### src/rtl/jtag_uart_sys_mem_loader.sv
// Packs an 8-bit valid/ready byte stream little-endian into 32-bit words and
// writes them into a byte-enabled single-port RAM at a word-addressed window.
module jtag_uart_sys_mem_loader #(
    parameter int ADDR_W = 11,
    parameter int CNT_W  = 13
) (
    input  logic              clk,
    input  logic              reset_n,
    input  logic              start,
    input  logic [ADDR_W-1:0] start_addr,
    input  logic [CNT_W-1:0]  byte_count,
    input  logic              in_valid,
    input  logic [7:0]        in_data,
    output logic              in_ready,
    output logic [ADDR_W-1:0] mem_address,
    output logic [3:0]        mem_byteenable,
    output logic              mem_chipselect,
    output logic              mem_write,
    output logic [31:0]       mem_writedata,
    output logic              busy,
    output logic              done,
    output logic [15:0]       checksum,
    output logic              wrapped
);

    typedef enum logic [1:0] {IDLE, COLLECT, WRITE, DONE} state_t;

    state_t             state, state_n;
    logic [1:0]         lane;
    logic [CNT_W-1:0]   remaining;
    logic [31:0]        word, word_n;
    logic [3:0]         be, be_n;
    logic               accept;

    always_comb begin
        state_n = state;
        accept  = 1'b0;
        word_n  = word;
        be_n    = be;
        case (state)
            IDLE: begin
                if (start)
                    state_n = (byte_count == '0) ? DONE : COLLECT;
            end
            COLLECT: begin
                accept = in_valid & in_ready;
                if (accept) begin
                    word_n[{lane, 3'b000} +: 8] = in_data;
                    be_n[lane]                  = 1'b1;
                    // lane 3 filled means the word is full
                    if (lane == 2'd3 || remaining == CNT_W'(1))
                        state_n = WRITE;
                end
            end
            WRITE:   state_n = (remaining == '0) ? DONE : COLLECT;
            DONE:    state_n = IDLE;
            default: state_n = IDLE;
        endcase
    end

    always_ff @(posedge clk or negedge reset_n) begin
        if (!reset_n) begin
            state          <= IDLE;
            lane           <= '0;
            remaining      <= '0;
            word           <= '0;
            be             <= '0;
            in_ready       <= 1'b0;
            mem_address    <= '0;
            mem_byteenable <= '0;
            mem_chipselect <= 1'b0;
            mem_write      <= 1'b0;
            mem_writedata  <= '0;
            busy           <= 1'b0;
            done           <= 1'b0;
            checksum       <= '0;
            wrapped        <= 1'b0;
        end else begin
            state <= state_n;
            // Outputs are registered from the next state so they line up with it
            in_ready       <= (state_n == COLLECT);
            busy           <= (state_n != IDLE);
            done           <= (state_n == DONE);
            mem_chipselect <= (state_n == WRITE);
            mem_write      <= (state_n == WRITE);
            mem_byteenable <= (state_n == WRITE) ? be_n : 4'b0;
            if (state_n == WRITE)
                mem_writedata <= word_n;

            case (state)
                IDLE: begin
                    if (start) begin
                        mem_address <= start_addr;
                        remaining   <= byte_count;
                        checksum    <= '0;
                        wrapped     <= 1'b0;
                        lane        <= '0;
                        word        <= '0;
                        be          <= '0;
                    end
                end
                COLLECT: begin
                    if (accept) begin
                        word      <= word_n;
                        be        <= be_n;
                        checksum  <= checksum + 16'(in_data);
                        remaining <= remaining - CNT_W'(1);
                        lane      <= lane + 2'd1;
                    end
                end
                WRITE: begin
                    mem_address <= mem_address + ADDR_W'(1);
                    if (&mem_address)
                        wrapped <= 1'b1;
                    word <= '0;
                    be   <= '0;
                    lane <= '0;
                end
                default: ;
            endcase
        end
    end

endmodule

### config.mk
export PLATFORM = sky130hd
export DESIGN_NAME = jtag_uart_sys_mem_loader
export DESIGN_NICKNAME = d
export VERILOG_FILES = /design/src/rtl/jtag_uart_sys_mem_loader.sv
export SDC_FILE = /design/constraint.sdc
export NUM_CORES = 1
export LEC_CHECK = 0
export ABC_AREA = 1
export BUFFER_PORTS_ARGS = -buffer_cell sky130_fd_sc_hd__clkbuf_2
export CORE_AREA = 3 3 132 134
export CTS_BUF_LIST = sky130_fd_sc_hd__clkbuf_4 sky130_fd_sc_hd__clkbuf_8 sky130_fd_sc_hd__clkbuf_16
export DETAILED_ROUTE_END_ITERATION = 10
export DIE_AREA = 0 0 135 137
export GPL_TIMING_DRIVEN = 0
export PLACE_DENSITY = 0.7
export SLEW_MARGIN = 40
export SYNTH_ARGS = -nofsm -noshare
export SYNTH_HDL_FRONTEND = slang
export SYNTH_SLANG_ARGS = --single-unit
### constraint.sdc
create_clock -name clk -period 3.7 [get_ports clk]
set_clock_uncertainty 0.15 [all_clocks]
set_input_delay 0.185 -clock clk [delete_from_list [all_inputs] [get_ports clk]]
set_output_delay 0.185 -clock clk [all_outputs]
set_load 0.02 [all_outputs]
Word level (Yosys, flattened, before mapping) --
Cells that the tools add are included. Widths: inputs -> output; s select.
Operators by class: add/sub/neg operators 5, order comparisons 2, equality and inequality tests 11, shift-type cells 2, multiplexer cells 35, bitwise gates (word level) 2, reductions and logical operators 14
Operators by type and width (count):
- $mux 32 | 4
- $pmux 32 s3 | 1
- $bwmux 32 | 1
- $mux 16 | 2
- $pmux 16 s2 | 1
- $shift 8x7->32 const A | 1
- $shiftx 8x7->32 | 1
- $logic_not 13->1 | 2
- $mux 13 | 2
- $pmux 13 s2 | 1
- $pmux 11 s2 | 1
- $mux 4 | 5
- $add 16x8->16 | 1
- $mux 2 | 7
- $eq 13x1->1 const B | 1
- $sub 13x1->13 const B | 1
- $pmux 4 s3 | 1
- $add 11x1->11 const B | 1
- $mux 11 | 1
- $reduce_and 11->1 | 1
- $eq 2x2->1 const B | 5
- $reduce_and 3->1 | 3
- $pmux 2 s4 | 1
- $neg 5->7 | 1
- 17 further kinds | 25
Word-level totals: bits in registers 121, logic and storage cells 85

Depth between registers and ports, before layout --
depth after elaboration 9, mapped depth 13

Worst setup path after synthesis --
OpenSTA, ideal clock, no wires.
path type register -> register, start register lane[0], end register mem_writedata[21], setup time 0.065 ns, data arrival time 1.994 ns, slack 1.491 ns, stages on the path, launching flop included 14, path buffers 3, cells stage by stage dfrtp_1 buf_2 inv_1 buf_2 ha_1 inv_1 nor2_1 buf_2 nand3_1 nand2_1 o211ai_1 nand2_1 nand2_1 nand2_1
Between the ends: word-level cells in the longest chain between the ends 6, elaborated cells on any way between the ends 12, those cells by class 1 x add/sub; 2 x eq/ne; 2 x shift; 6 x mux; 1 x reduce/logical
RTL lines:
- from (decl) | line 29 | logic [1:0] lane;
- from (signal assigned) | line 108 | lane <= lane + 2'd1;
- branches (longest 6 deep; another with $neg 5->7)
- to (signal assigned) | line 88 | mem_writedata <= word_n;
- to (decl) | line 19 | output logic [31:0] mem_writedata,
Parallel ways; which one is timed is not known. A chain may end at the register's enable or synchronous reset.

Final worst setup path --
Ends and elaborated chain as after synthesis.

==> results.ini <==
[drt]
antenna_left = 0
routed_via_density = 4.98
num_vias = 6033
wire_per_inst_microns = 14.2
detail_route.first_pass.iterations = 5
drt_iter0_markers = 360
drc = 0
finalWirelength_microns = 17200

[clocking]
cts.clk_slew.worst_paths_ns = 0.05
cts_tree = done
clock_latency_ns = 0.42
cts-root-buf = clkbuf_16
h-tree-depth = 4
cts_buffer_depth = 2
cts_setup_buffers = 0
cts_sinks = 121
cts_buffers = 17

[power_and_ir_drop]
vdd_drop_max_uv = 434
power_density_mw_per_mm2 = 770
p_leak_nw = 4.11

[timing]
finalCritPeriodShare_pct = 70.0
relSlewSlack_pct = 64.8
maxSlewViolCount = 0
hold_viol = 0
setup_ws_ns = 1.11
layout_min_cycle_time_ns = 2.59
timing.fmax_mhz = 386
finalSetupViolations = 0
rsz0062_at_grt = false
fin_tns_setup_ns = 0
max_slew.worst_pin.slew_ns = 0.528

[synth]
synthArstFlopShare_pct = 100
synthFlopType = dfrtp_1
synth_cell_types = 44
synth_top_cell_area_share_pct = 46.4
synthTopCellsByArea = dfrtp_1 46%, nand2_1 13%, inv_1 5.0%, o21ai_0 4.8%, nor2_1 4.3%
yosys_warnings = 0
ys_seq_area_share_pct = 46.4
avgSynthCellArea_sq_um = 7.83
synth-edff-count = 0
syn_area_sq_mm = 0.00653
synth_area_leader_cell = dfrtp_1
syn_inst = 833
ys_ff_latch = 121
syn_nets = 890

[die]
die_height_microns = 137
initial_core_util_pct = 39.8
die_w_microns = 135
core_area_sq_mm = 0.0164
ioPinCount = 105
die_area_sq_mm = 0.0185
row_count = 47

[placement]
finalWeightedCongestion = 0.865
place_ws_ns = 1.15
io_buffers = 104
dp_hpwl_microns = 12500

[hold_path]
hp-class = in -> reg

[cells_and_area]
final_cell_mix = 234 x nand2_1, 121 x dfrtp_1, 103 x clkbuf_2
drive_above_1_share_pct = 19.5
nets = 1037
num_antenna_cells = 0
syn_to_final_growth_pct = 25.3
nFillCells = 1564
postLayoutCoreUtil_pct = 49.8
layout_commonest_cell = nand2_1

[critical_path]
end_kind = flip-flop
worstPathArrival_ns = 2.80
cp_common_cell = nand2_1
path_delay_family = buffers and inverters
r2r_slack_ns = 1.11
cp-start-kind = flip-flop
cp_slowest_cell = dfrtp_1
crit_type = reg -> reg
path_cells = buf_2 -> inv_1 -> buf_2 -> ha_1 -> inv_1 -> nor2_1 -> buf_2 -> nand3_1 -> nand2_1 -> o211ai_1 -> nand2_1 -> nand2_1 -> nand2_1
max_stage_delay_ns = 0.41
cp_max_fo = 13
critPathRequiredTime_ns = 3.90
path_buf_inv = 5

[outcome]
outcome = finished, final reports clean

[global_routing]
grt_pass1_wl_microns = 28400
grt_pass1_vias = 5689
grt_antenna_before_repair = 0
gr-total-overflow = 0
grt_max_degree = 54
track_usage_pct = 19.4

[flow_run]
drv_cap = 0

area by class of cell:
class	instances	area [sq um]	share of cell area, %
multi-input combinational	584	2920	35.7
tap	220	275	3.37
inverter	96	363	4.44
buffer	32	218	2.66
clock inverter	9	97.6	1.19
sequential	121	3030	37.0
clock buffer	21	480	5.88
timing repair buffer	128	797	9.75
through the flow:
step | cells | hold WS (ns) | power [W] | instance area, sq um
floorplan | 833 | -0.261 | 0.00386 | 6530
finish | 1211 | 0.0223 | 0.00630 | 8180
CTS | 1211 | 0.00819 | 0.00633 | 8180
detailed placement | 1159 | -0.0503 | 0.00466 | 7380
global placement | 1157 | 0.259 | 0.00460 | 7320
global route | 1211 | 0.0261 | 0.00678 | 8180
kinds of logic after synthesis:
| kind of cell | share of synthesized area, % |
|---|---|
| DFF | 46.4 |
| AOI/OAI and AO/OA | 14.2 |
| buffers and inverters | 8.90 |
| xor gates and xnor gates | 0.805 |
| and+or+nand+nor | 25.6 |
| adders and majority gates | 4.14 |
flip-flops by register name, indices dropped and copies added, names as in the netlist:
| register | cells |
|---|---|
| remaining | 13 |
| state | 2 |
| be | 4 |
| lane | 2 |
| in_ready | 1 |
| wrapped | 1 |
| mem_writedata | 32 |
| mem_write | 1 |
| mem_address | 11 |
| busy | 1 |
| mem_byteenable | 4 |
| checksum | 16 |
| done | 1 |
| word | 32 |
cells in the mapped netlist, types with 2 or more instances:
master and instances:
o22ai_1 18, nand2_2 6, a21o_1 4, o21ai_1 34, buf_6 7, nand3_1 51, o31ai_1 3, nor2_1 75
xor2_1 6, nor2_8 2, ha_1 20, nand4_1 6, a21oi_1 18, nand2_1 234, a21boi_0 2, o21bai_1 2
nor3_1 6, a22oi_1 3, o211ai_1 10, buf_2 15, buf_4 4, inv_1 87, o21ai_0 63, inv_2 8
clkbuf_1 3, nand2_4 2, buf_1 2, a31oi_1 2, dfrtp_1 121, nor2_2 5
power breakdown:
| part | internal, W | switching [W] |
|---|---|---|
| Sequential | 0.00170 | 0.000318 |
| Clock | 0.00105 | 0.000585 |
| Combinational | 0.000887 | 0.00176 |
per-layer routing:
layer,routed length (microns),share of wire (%),GRT usage [%]
met4,234,1.4,5.99
met3,883,5.1,4.56
met2,8210,48,31.4
met1,7830,46,26.0
met5,0,0,0
what timing repair did:
| item | CTS | global route |
|---|---|---|
| hold endpoints to repair | 89 | 0 |
| hold buffers | 22 | 0 |
| gates resized for setup | 0 | 0 |
final timing paths:
| kind | startpoint | cells after the start | endpoint |
|---|---|---|---|
| min in group asynchronous | reset_n | 2 | mem_writedata[8] |
| worst max register to register | lane[0] | 13 | mem_writedata[21] |
| worst max-delay path | lane[0] | 13 | mem_writedata[21] |
| worst min register to register | mem_writedata[19] | 2 | mem_writedata[19] |
| max in group asynchronous | reset_n | 4 | mem_address[7] |
| worst min-delay path | byte_count[4] | 5 | remaining[4] |
tightest hold or removal path, cell delays in order:
cell and delay [ns]:
clkbuf_2 0.10, nand2_1 0.06, o21ai_0 0.07, inv_1 0.06
a31oi_1 0.08
(Power assumes the default switching activity.)
